**src/rtl/memory_arbiter.sv**
```systemverilog
// Round-robin arbiter multiplexing per-core icache/dcache channels onto one
// shared RAM port, with grant locking, abort handling and error/timeout reporting.
module memory_arbiter #(
  parameter int CPUS    = 2,
  parameter int ADDR_W  = 32,
  parameter int DATA_W  = 32,
  parameter int TIMEOUT = 64
) (
  input  logic                   CLK,
  input  logic                   RST,
  input  logic [CPUS-1:0]        iREN,
  input  logic [CPUS*ADDR_W-1:0] iaddr,
  output logic [CPUS-1:0]        iwait,
  output logic [CPUS*DATA_W-1:0] iload,
  input  logic [CPUS-1:0]        dREN,
  input  logic [CPUS-1:0]        dWEN,
  input  logic [CPUS*ADDR_W-1:0] daddr,
  input  logic [CPUS*DATA_W-1:0] dstore,
  output logic [CPUS-1:0]        dwait,
  output logic [CPUS*DATA_W-1:0] dload,
  output logic [ADDR_W-1:0]      ramaddr,
  output logic [DATA_W-1:0]      ramstore,
  output logic                   ramREN,
  output logic                   ramWEN,
  input  logic [DATA_W-1:0]      ramload,
  input  logic [1:0]             ramstate,
  output logic [2*CPUS-1:0]      err
);
  localparam int N  = 2 * CPUS;
  localparam int GW = (N > 1) ? $clog2(N) : 1;
  localparam int TW = $clog2(TIMEOUT + 1);
  localparam logic [1:0] RAM_ACCESS = 2'd2;
  localparam logic [1:0] RAM_ERROR  = 2'd3;

  typedef enum logic {IDLE, GRANT} state_t;

  state_t        state_q, state_d;
  logic [GW-1:0] gnt_q, gnt_d, ptr_q, ptr_d, pick, gnt_inc;
  logic [TW-1:0] tcnt_q, tcnt_d;
  logic [N-1:0]  req, cwait;
  logic          granted_req;

  genvar gi;
  generate
    for (gi = 0; gi < CPUS; gi++) begin : g_chan
      assign req[2*gi]   = iREN[gi];
      assign req[2*gi+1] = dREN[gi] | dWEN[gi];
      assign iwait[gi]   = cwait[2*gi];
      assign dwait[gi]   = cwait[2*gi+1];
      assign iload[gi*DATA_W +: DATA_W] =
        (state_q == GRANT && gnt_q == GW'(2*gi)) ? ramload : '0;
      assign dload[gi*DATA_W +: DATA_W] =
        (state_q == GRANT && gnt_q == GW'(2*gi+1)) ? ramload : '0;
    end
  endgenerate

  // Descending scan so the channel closest to ptr (offset 0) wins last.
  always_comb begin
    pick = ptr_q;
    for (int i = N - 1; i >= 0; i--) begin
      if (req[GW'((int'(ptr_q) + i) % N)]) pick = GW'((int'(ptr_q) + i) % N);
    end
  end

  assign gnt_inc     = (gnt_q == GW'(N - 1)) ? '0 : gnt_q + 1'b1;
  assign granted_req = req[gnt_q];

  always_comb begin
    state_d  = state_q;
    gnt_d    = gnt_q;
    ptr_d    = ptr_q;
    tcnt_d   = tcnt_q;
    ramREN   = 1'b0;
    ramWEN   = 1'b0;
    ramaddr  = '0;
    ramstore = '0;
    cwait    = '1;
    err      = '0;
    if (state_q == IDLE) begin
      if (|req) begin
        gnt_d   = pick;
        tcnt_d  = '0;
        state_d = GRANT;
      end
    end else begin
      // RAM port follows the granted channel's live request lines.
      for (int k = 0; k < CPUS; k++) begin
        if (gnt_q == GW'(2*k)) begin
          ramREN  = iREN[k];
          ramaddr = iaddr[k*ADDR_W +: ADDR_W];
        end else if (gnt_q == GW'(2*k+1)) begin
          ramaddr = daddr[k*ADDR_W +: ADDR_W];
          if (dWEN[k]) begin
            ramWEN   = 1'b1;
            ramstore = dstore[k*DATA_W +: DATA_W];
          end else begin
            ramREN = dREN[k];
          end
        end
      end
      if (!granted_req) begin
        state_d = IDLE;
      end else if (ramstate == RAM_ACCESS) begin
        cwait[gnt_q] = 1'b0;
        ptr_d        = gnt_inc;
        state_d      = IDLE;
      end else if (ramstate == RAM_ERROR || tcnt_q == TW'(TIMEOUT - 1)) begin
        err[gnt_q] = 1'b1;
        ptr_d      = gnt_inc;
        state_d    = IDLE;
      end else begin
        tcnt_d = tcnt_q + 1'b1;
      end
    end
  end

  always_ff @(posedge CLK or posedge RST) begin
    if (RST) begin
      state_q <= IDLE;
      gnt_q   <= '0;
      ptr_q   <= '0;
      tcnt_q  <= '0;
    end else begin
      state_q <= state_d;
      gnt_q   <= gnt_d;
      ptr_q   <= ptr_d;
      tcnt_q  <= tcnt_d;
    end
  end
endmodule

```
**config.mk**
```make
export PLATFORM = sky130hd
export DESIGN_NAME = memory_arbiter
export DESIGN_NICKNAME = d
export VERILOG_FILES = /design/src/rtl/memory_arbiter.sv
export SDC_FILE = /design/constraint.sdc
export NUM_CORES = 1
export LEC_CHECK = 0
export ABC_AREA = 1
export CAP_MARGIN = 20
export CORE_AREA = 3 3 170 172
export DETAILED_ROUTE_END_ITERATION = 10
export DIE_AREA = 0 0 173 175
export MAX_ROUTING_LAYER = met4
export PLACE_DENSITY_LB_ADDON = 0.2
export SLEW_MARGIN = 20
export SYNTH_ARGS = -nofsm -noshare
export SYNTH_HDL_FRONTEND = slang
export SYNTH_SLANG_ARGS = --single-unit
export TNS_END_PERCENT = 50
```
**constraint.sdc**
```tcl
create_clock -name CLK -period 1.8 [get_ports CLK]
set_clock_uncertainty 0.1 [all_clocks]
set_input_delay 0.36 -clock CLK [delete_from_list [all_inputs] [get_ports CLK]]
set_output_delay 0.36 -clock CLK [all_outputs]
set_load 0.05 [all_outputs]
```
Word level (Yosys, flattened, before mapping)
Index checks and enable logic that the tools add are counted.
{"block": "word_totals", "latch_bits": 0, "ram_bits": 0, "output_inout_bits": 202, "input_bits": 234, "wordCells": 111, "memories": 0, "ff_bits": 12, "mem_bits_ro": 0}
{"block": "op_classes", "n_reduce_logical": 13, "n_eq_ne": 9, "shifts": 0, "mul": 0, "magnitude_cmp": 6, "bitwise": 4, "n_div": 0, "muxes": 70, "add_sub_neg": 5}
{"operator": "$mux W32", "n": 16}
{"operator": "$mux W7", "n": 5}
{"operator": "$mux W1", "n": 29}
{"operator": "$mux W4", "n": 7}
{"operator": "$lt A2 B4 Y1 const B", "n": 4}
{"operator": "$mux W2", "n": 7}
{"operator": "$bmux W1 S2", "n": 5}
{"operator": "$eq A2 B2 Y1 const B", "n": 4}
{"operator": "$add A7 B1 Y7 const B", "n": 1}
{"operator": "$eq A7 B6 Y1 const B", "n": 1}
{"operator": "$logic_and A1 B1 Y1", "n": 5}
{"operator": "$add A2 B1 Y2 const B", "n": 2}
{"operator": "$add A2 B2 Y2 const B", "n": 2}
{"operator": "$ne A2 B2 Y1 const B", "n": 2}
{"operator": "$not A4 Y4", "n": 1}
{"operator": "$reduce_and A4 Y1", "n": 1}
{"operator": "$reduce_bool A2 Y1", "n": 2}
{"operator": "$reduce_or A4 Y1", "n": 1}
{"operator": "$lt A2 B3 Y1 const B", "n": 1}
{"operator": "$reduce_and A3 Y1", "n": 1}
{"operator": "$demux W1 S2", "n": 1}
{"operator": "$eq A2 B1 Y1 const B", "n": 1}
{"operator": "$ge A2 B1 Y1 const B", "n": 1}
{"operator": "$logic_not A2 Y1", "n": 1}
{"operator": "5 further kinds", "n": 6}

Depth between registers and ports, before layout
Gate-level depths: netlist (run 1).
{"block": "depth", "word_depth": 8, "ltp_mapped": 12, "depth_no_buf": 12}

Least setup slack after synthesis (run 1)
OpenSTA, ideal clock, no wires.
{"block": "synth_path", "kind": "register to output", "start": "reg gnt_q[0]", "end": "out ramaddr[1]", "slack_ps": -1156, "arrival_time_ps": 2496, "path_stages_with_launch": 7, "path_buffers": 1, "t_required_ps": 1340, "cell_sequence": "dfrtp_1 -> inv_2 -> ha_1 -> clkinv_1 -> clkbuf_1 -> nand2_1 -> o31ai_1"}
{"block": "synth_via", "elab_chain_cells": 6, "elab_cells_between_ends": 9, "classes_between": "eq/ne: 3; mux: 5; reduce/logical: 1"}
{"item": "start, declared", "line_no": "38", "text": "logic [GW-1:0] gnt_q, gnt_d, ptr_q, ptr_d, pick, gnt_inc;"}
{"item": "start signal, assigned", "line_no": "125", "text": "gnt_q <= gnt_d;"}
{"item": "$eq A2 B1 Y1", "line_no": "91", "text": "end else if (gnt_q == GW'(2*k+1)) begin"}
{"item": "$mux W32", "line_no": "91"}
{"item": "$mux W32", "line_no": "88", "text": "if (gnt_q == GW'(2*k)) begin"}
{"item": "$mux W32", "line_no": "91"}
{"item": "$mux W32 (*)", "line_no": "88"}
{"item": "$mux W32 (*)", "line_no": "79", "text": "if (state_q == IDLE) begin"}
{"item": "end, declared", "line_no": "21", "text": "output logic [ADDR_W-1:0] ramaddr,"}
Mark *: on every way between the ends. The rest lies on a longest branch, timed or not.

Worst setup path in the final report (run 1)
{"block": "layout_path", "start": "reg gnt_q[1]", "end": "out ramstore[15]"}
{"block": "layout_via", "elab_chain_cells": 7, "elab_cells_between_ends": 10, "classes_between": "eq/ne: 3; mux: 6; reduce/logical: 1"}
{"item": "$eq A2 B1 Y1", "line_no": "91"}
{"item": "$mux W32", "line_no": "91"}
{"item": "$mux W32", "line_no": "88"}
{"item": "$mux W32", "line_no": "93", "text": "if (dWEN[k]) begin"}
{"item": "$mux W32", "line_no": "91"}
{"item": "$mux W32 (*)", "line_no": "88"}
{"item": "$mux W32 (*)", "line_no": "79"}
{"item": "end, declared", "line_no": "22", "text": "output logic [DATA_W-1:0] ramstore,"}
Marked as above.

==> flow_summary_export.csv, run 1 <==
group,metric,value,unit
outcome,outcome,"complete, but fails checks",
outcome,failed_checks,"negative setup slack",
drt,drt_pre_antenna_iters,6,
power,power_density,1740,nW/µm²
drt,antenna_left,0,
power,switchingPower,13300,µW
final_layout,nets,1427,
cts,cts.clk_slew.worst_paths,40,ps
synth,syn_inst,655,
critical_path,cp.arrival,1970,ps
sta,period_share,1.35,
sta,setup_ws,-631,ps
final_layout,multi_input_area,4980,µm²
critical_path,crit_start,"gnt_q[1]",
synth,yosysSeqAreaShare,0.0919,
cts,root_buffer,"clkbuf_16",
cts,cts_tree,"built",
sta,setup_tns,-98750,ps
power,power,24900,µW
sta,max_slew_margin,0.683,
final_layout,ff_latch_area,303,µm²
final_layout,fillers,2450,
sta,max_clock_freq,411,MHz
grt,grt_usage,0.202,
cts,htreeDepth,1,
power,p_sw_frac,0.535,
power,ir_drop,0.000612,V
critical_path,critical_path.reg2reg.startpoint,"tcnt_q[0]",
synth,synthDistinctLibCells,28,
cts,clock_latency,240,ps
sta,final_hold_viol_count,0,
critical_path,crit_required,1340,ps
cts,clock_sinks,12,
floorplanning,core,27600,µm²
power,leakage,0.00536,µW
placed_design,dp_hpwl,24500,µm
floorplanning,chipHeight,175,µm
grt,grt_antenna_before_repair,3,
floorplanning,die_w,173,µm
placed_design,port_buffers,435,
floorplanning,num_rows,61,
power,p_seq_frac,0.020,
critical_path,slowest_delay,380,ps
grt,grt_pass1_vias,7105,
critical_path,end_kind,"primary output",
synth,netlist_area,3270,µm²
floorplanning,dieArea,30300,µm²
grt,grt_max_degree,32,
synth,synth_warnings,0,
synth,ys_ff_latch,12,
critical_path,cp_common_cell,"buf_6",
sta,slew_violations,0,
run,maxCapViolCount,0,
drt,drcViolationCount,0,
cts,cts-buffers-inserted,3,
hold_path,min_path_type,"primary input to asynchronous set/reset pin",
power,power_frac_comb,0.962,
critical_path,cpMaxStageDelayCell,"dfrtp_1",
placed_design,gp_congestion,0.844,
sta,tightest_slew,475,ps
power,power_frac_clock,0.018,
final_layout,utilization,0.517,
final_layout,drive_gt1_frac,0.599,
drt,wirelength,31900,µm
drt,drtIter0Drc,266,
synth,syn-num-nets,894,
synth,avgSynthCellArea,4.99,µm²
critical_path,path_cells,"inv_2 -> ha_4 -> inv_4 -> nand2_4 -> buf_6 -> nor2_4 -> buf_4 -> buf_12 -> nand3_4 -> a21oi_4 -> buf_6",
sta,period_minus_slack,2430,ps
critical_path,setup.worst_path.start_class,"flip-flop",
placed_design,place_worst_setup_slack,-546,ps
sta,grt_setup_unrepaired,"true",
grt,grt_first_pass_wirelength,46000,µm
cts,clockBufferDepth,2,
drt,via_count,6783,
critical_path,critPathKind,"flip-flop to primary output",
grt,overflow,0,
power,power.internal,11600,µW
sta,final-setup-viol-count,212,
final_layout,area_growth,337,%
drt,avgRoutedWirePerCell,20.4,µm
floorplanning,ios,436,
drt,viasPerCell,4.33,
floorplanning,start_util,0.118,
critical_path,worst-path-max-fanout,7,
==> Yosys cell counts, drive strengths merged <==
cell type / count / share of area
a211oi: 1 / 0.0023
a21oi: 69 / 0.11
a22oi: 22 / 0.051
a31oi: 2 / 0.0038
buf: 18 / 0.028
clkbuf: 40 / 0.046
clkinv: 1 / 0.0011
dfrtp: 12 / 0.092
ha: 5 / 0.019
inv: 59 / 0.068
nand2: 117 / 0.14
nand3: 49 / 0.075
nand4: 35 / 0.067
nor2: 149 / 0.18
nor3: 2 / 0.0065
o21ai: 67 / 0.10
o31ai: 2 / 0.0046
or2: 2 / 0.0038
xor2: 3 / 0.0080
==> final cells by class <==
type                            count  area share
Sequential cell                    12      0.0212
Antenna cell                        3    0.000526
Multi-Input combinational cell    526       0.348
Inverter                           60      0.0182
Clock buffer                        4     0.00622
Tap cell                          378      0.0331
Timing Repair Buffer              585       0.572
==> cells by family (layout without fill, tap and decap cells) <==
family	Yosys count	after routing	synth area share
AOI/OAI and AO/OA	163	163	0.270
xor gates and xnor gates	3	3	0.00804
adders and majority gates	5	5	0.0191
buffers and inverters	118	649	0.144
DFF	12	12	0.0919
other	0	3	0
and+or+nand+nor	354	355	0.468
==> worst max-delay path: cells and delay by family (launching register included) <==
kind,cells,cell delay (ps)
buffers and inverters,6,710
DFF,1,380
and+or+nand+nor,3,280
adders and majority gates,1,180
AOI/OAI and AO/OA,1,160
==> flip-flops by register name (all words and copies together) (netlist names) <==
register  flops
ptr_q         2
gnt_q         2
tcnt_q        7
state_q       1
==> layer usage <==
metal / up-vias / track usage / share of wire
met5: - / - / 0
met4: 0 / 0.0493 / 0.028
met3: 49 / 0.0382 / 0.051
met2: 230 / 0.371 / 0.54
met1: 3224 / 0.225 / 0.38
li1: 3280 / - / -
==> path summary, 6_finish.rpt <==
check | end | slack (ps) | depth (start not counted)
worst min-delay path | tcnt_q[1] | 330 | 2
worst min register to register | tcnt_q[6] | 390 | 2
worst max register to register | tcnt_q[4] | -180 | 14
worst max-delay path | ramstore[15] | -630 | 11
max in group asynchronous | gnt_q[0] | 910 | 2
min in group CLK | tcnt_q[6] | 390 | 2
==> stage by stage <==
stage / cells / instance area [µm²] / hold slack [ps]
final: 1568 / 14300 / 334
after global routing: 1568 / 14300 / 382
after CTS: 1550 / 13600 / 354
after detailed placement: 1500 / 11900 / 382
after global placement: 1500 / 11900 / 382
after floorplan: 655 / 4860 / 125
==> power groups by stage <==
stage / logic, µW / clock network [µW] / registers [µW]
floorplan: 10800 / 0 / 438
global placement: 19800 / 0 / 477
detailed placement: 19900 / 0 / 482
CTS: 22900 / 457 / 482
global route: 24900 / 466 / 512
finish: 23900 / 447 / 500
==> placed cells by master, fill, tap and decap left out, drive strengths merged, types with 3 or more instances in the layout <==
cell type,count
buf,346
clkdlybuf4s50,227
nor2,149
nand2,118
a21oi,69
o21ai,67
inv,59
nand3,49
nand4,35
a22oi,22
dfrtp,12
clkbuf,10
dlygate4sd2,5
ha,5
diode,3
xor2,3
==> repair_timing <==
action / CTS / global route
pin swaps: 20 / 38
resized for setup: 236 / 134
setup buffers: 29 / 14
endpoints found under the hold margin: 0 / 0
hold buffers: 0 / 0
endpoints found under the setup margin: 209 / 213
gates cloned: 17 / 6
No activity file was read; power rests on OpenSTA's default activity.
==> inputs of run 2 (changes only) <==
ABC_CLOCK_PERIOD_IN_PS = 1800   (was default)
==> results of run 2 <==
The final DEF is identical to that of run 1; final timing and power are the same.
==> inputs of run 3 (changes only) <==
==> constraint.sdc (replaced) <==
create_clock -name CLK -period 1.8 [get_ports CLK]
set_clock_uncertainty 0.1 [all_clocks]
set_input_delay 0.36 -clock CLK [delete_from_list [all_inputs] [get_ports CLK]]
set_output_delay 0.36 -clock CLK [all_outputs]
set_load 0.02 [all_outputs]
==> run 3 against run 2 <==
Net effect: the flow still finishes with violations (negative setup slack); sequential share of layout area increased by 0.49 points; non-clock buffer count grew 31; critical path depth stayed put; clock power down 11%; fmax rose by 1.3%; utilization fell by 9.6 points; critical endpoint is now ramaddr[31]; register-to-register slack gained 40 ps; first-iteration DRC count up 8.6%.
==> flow_summary_export.csv, run 3 (same netlist as run 1, synthesis figures left out) <==
group,metric,value,unit
outcome,outcome,"complete, but fails checks",
outcome,failed_checks,"negative setup slack",
drt,viasPerCell,4.23,
critical_path,rr_worst_depth,11,
critical_path,ff2ff_setup_slack,-140,ps
floorplanning,num_rows,61,
floorplanning,core,27600,µm²
final_layout,final_area,11600,µm²
critical_path,path_cells,"inv_4 -> ha_4 -> inv_4 -> nand2_8 -> inv_8 -> buf_12 -> buf_16 -> buf_4 -> a21oi_4 -> o31ai_4 -> buf_6",
cts,htreeDepth,1,
drt,avgRoutedWirePerCell,19.0,µm
sta,final-setup-viol-count,210,
final_layout,largest_register_ffs,7,
grt,grt_first_pass_wirelength,39400,µm
grt,grt_antenna_before_repair,3,
floorplanning,start_util,0.118,
grt,overflow,0,
final_layout,multi_input_area,4080,µm²
floorplanning,ios,436,
drt,wirelength,30300,µm
drt,drt_pre_antenna_iters,4,
critical_path,r2r_end,"tcnt_q[1]",
placed_design,gp_congestion,0.810,
cts,clockBufferDepth,2,
critical_path,cp_num_buf_inv,7,
cts,cts_tree,"built",
power,power_density,1520,nW/µm²
placed_design,placed_cell_area,9570,µm²
critical_path,cpMaxStageDelayCell,"dfrtp_2",
grt,grt_max_degree,34,
cts,clock_latency,240,ps
critical_path,critical_path.reg2reg.startpoint,"gnt_q[0]",
drt,antenna_left,0,
final_layout,area_growth,256,%
floorplanning,die_w,173,µm
sta,hold_ws,343,ps
sta,setup_ws,-599,ps
floorplanning,dieArea,30300,µm²
final_layout,reg_top3,"tcnt_q: 7 flops, gnt_q: 2 flops, ptr_q: 2 flops",
critical_path,setup.worst_path.start_class,"flip-flop",
critical_path,worst-path-max-fanout,8,
final_layout,nets,1458,
sta,grt_setup_unrepaired,"true",
grt,grt_pass1_vias,6159,
cts,clock_sinks,12,
grt,grt_usage,0.171,
drt,drcViolationCount,0,
hold_path,min_path_type,"primary input to asynchronous set/reset pin",
placed_design,dp_hpwl,20600,µm
final_layout,most-common-layout-cells,"clkdlybuf4s50_1, buf_4, buf_6",
sta,period_minus_slack,2400,ps
final_layout,drive_gt1_frac,0.475,
critical_path,slowest_delay,440,ps
run,maxCapViolCount,0,
sta,period_share,1.33,
drt,via_count,6754,
final_layout,final_common_cell,"clkdlybuf4s50_1",
placed_design,port_buffers,435,
sta,final_hold_viol_count,0,
sta,slew_violations,0,
cts,root_buffer,"clkbuf_16",
critical_path,critPathKind,"flip-flop to primary output",
cts,cts-buffers-inserted,3,
power,leakage,0.00506,µW
placed_design,place_worst_setup_slack,-925,ps
final_layout,utilization,0.421,
sta,tightest_slew,486,ps
critical_path,path_delay_family,"buffers and inverters",
final_layout,fillers,2817,
cts,cts.clk_slew.worst_paths,40,ps
final_layout,largest-register,"tcnt_q",
sta,max_slew_margin,0.675,
cts,hold_buffers,0,
critical_path,crit_required,1340,ps
power,ir_drop,0.000475,V
floorplanning,chipHeight,175,µm
critical_path,cp_common_cell,"inv_4",
critical_path,cp.arrival,1940,ps
final_layout,ff_latch_area,304,µm²
critical_path,end_kind,"primary output",
drt,drtIter0Drc,289,
sta,setup_tns,-90160,ps
sta,max_clock_freq,417,MHz
run 3: worst max path at each step:
| stage | startpoint | endpoint | slack, ps | cells after the start |
|---|---|---|---|---|
| floorplan | gnt_q[0] | ramREN | -180 | 10 |
| global placement | dWEN[0] | err[2] | -920 | 8 |
| detailed placement | dWEN[0] | err[0] | -930 | 8 |
| CTS | gnt_q[0] | ramstore[19] | -610 | 9 |
| global route | gnt_q[0] | ramaddr[10] | -680 | 12 |
| finish | gnt_q[0] | ramaddr[31] | -600 | 11 |
run 3: report_power, final:
group / internal (µW) / switching (µW) / total, µW / leakage (µW)
logic: 8000 / 8740 / 16700 / 0.00488
registers: 367 / 199 / 566 / 0.000153
clock network: 289 / 109 / 398 / 0.0000370
total: 8660 / 9040 / 17700 / 0.00506
run 3: area by class of cell:
cell class	instances	area share
Timing Repair Buffer	616	0.551
Antenna cell	3	0.000645
Clock buffer	3	0.00645
Inverter	60	0.0233
Timing Repair inverter	1	0.000968
Tap cell	378	0.0406
Multi-Input combinational cell	525	0.351
Sequential cell	12	0.0261
run 3: layer usage:
| metal | vias to the layer above | global-route usage | wire [µm] |
|---|---|---|---|
| li1 | 3338 | - | - |
| met1 | 3136 | 0.207 | 12500 |
| met2 | 253 | 0.299 | 15500 |
| met3 | 27 | 0.0319 | 1950 |
| met4 | 0 | 0.0294 | 403 |
| met5 | - | - | 0 |
run 3: per-stage QoR:
stage               total power, µW  std cells
floorplan                      7570        655
global placement              13200       1498
detailed placement            13300       1498
CTS                           15000       1527
global route                  18700       1598
finish                        17700       1598
run 3: what timing repair did:
item,in CTS,in global routing
endpoints found under the setup margin,211,214
gates resized for setup,606,535
gates cloned,10,13
setup buffers,16,58
pin swaps,37,31
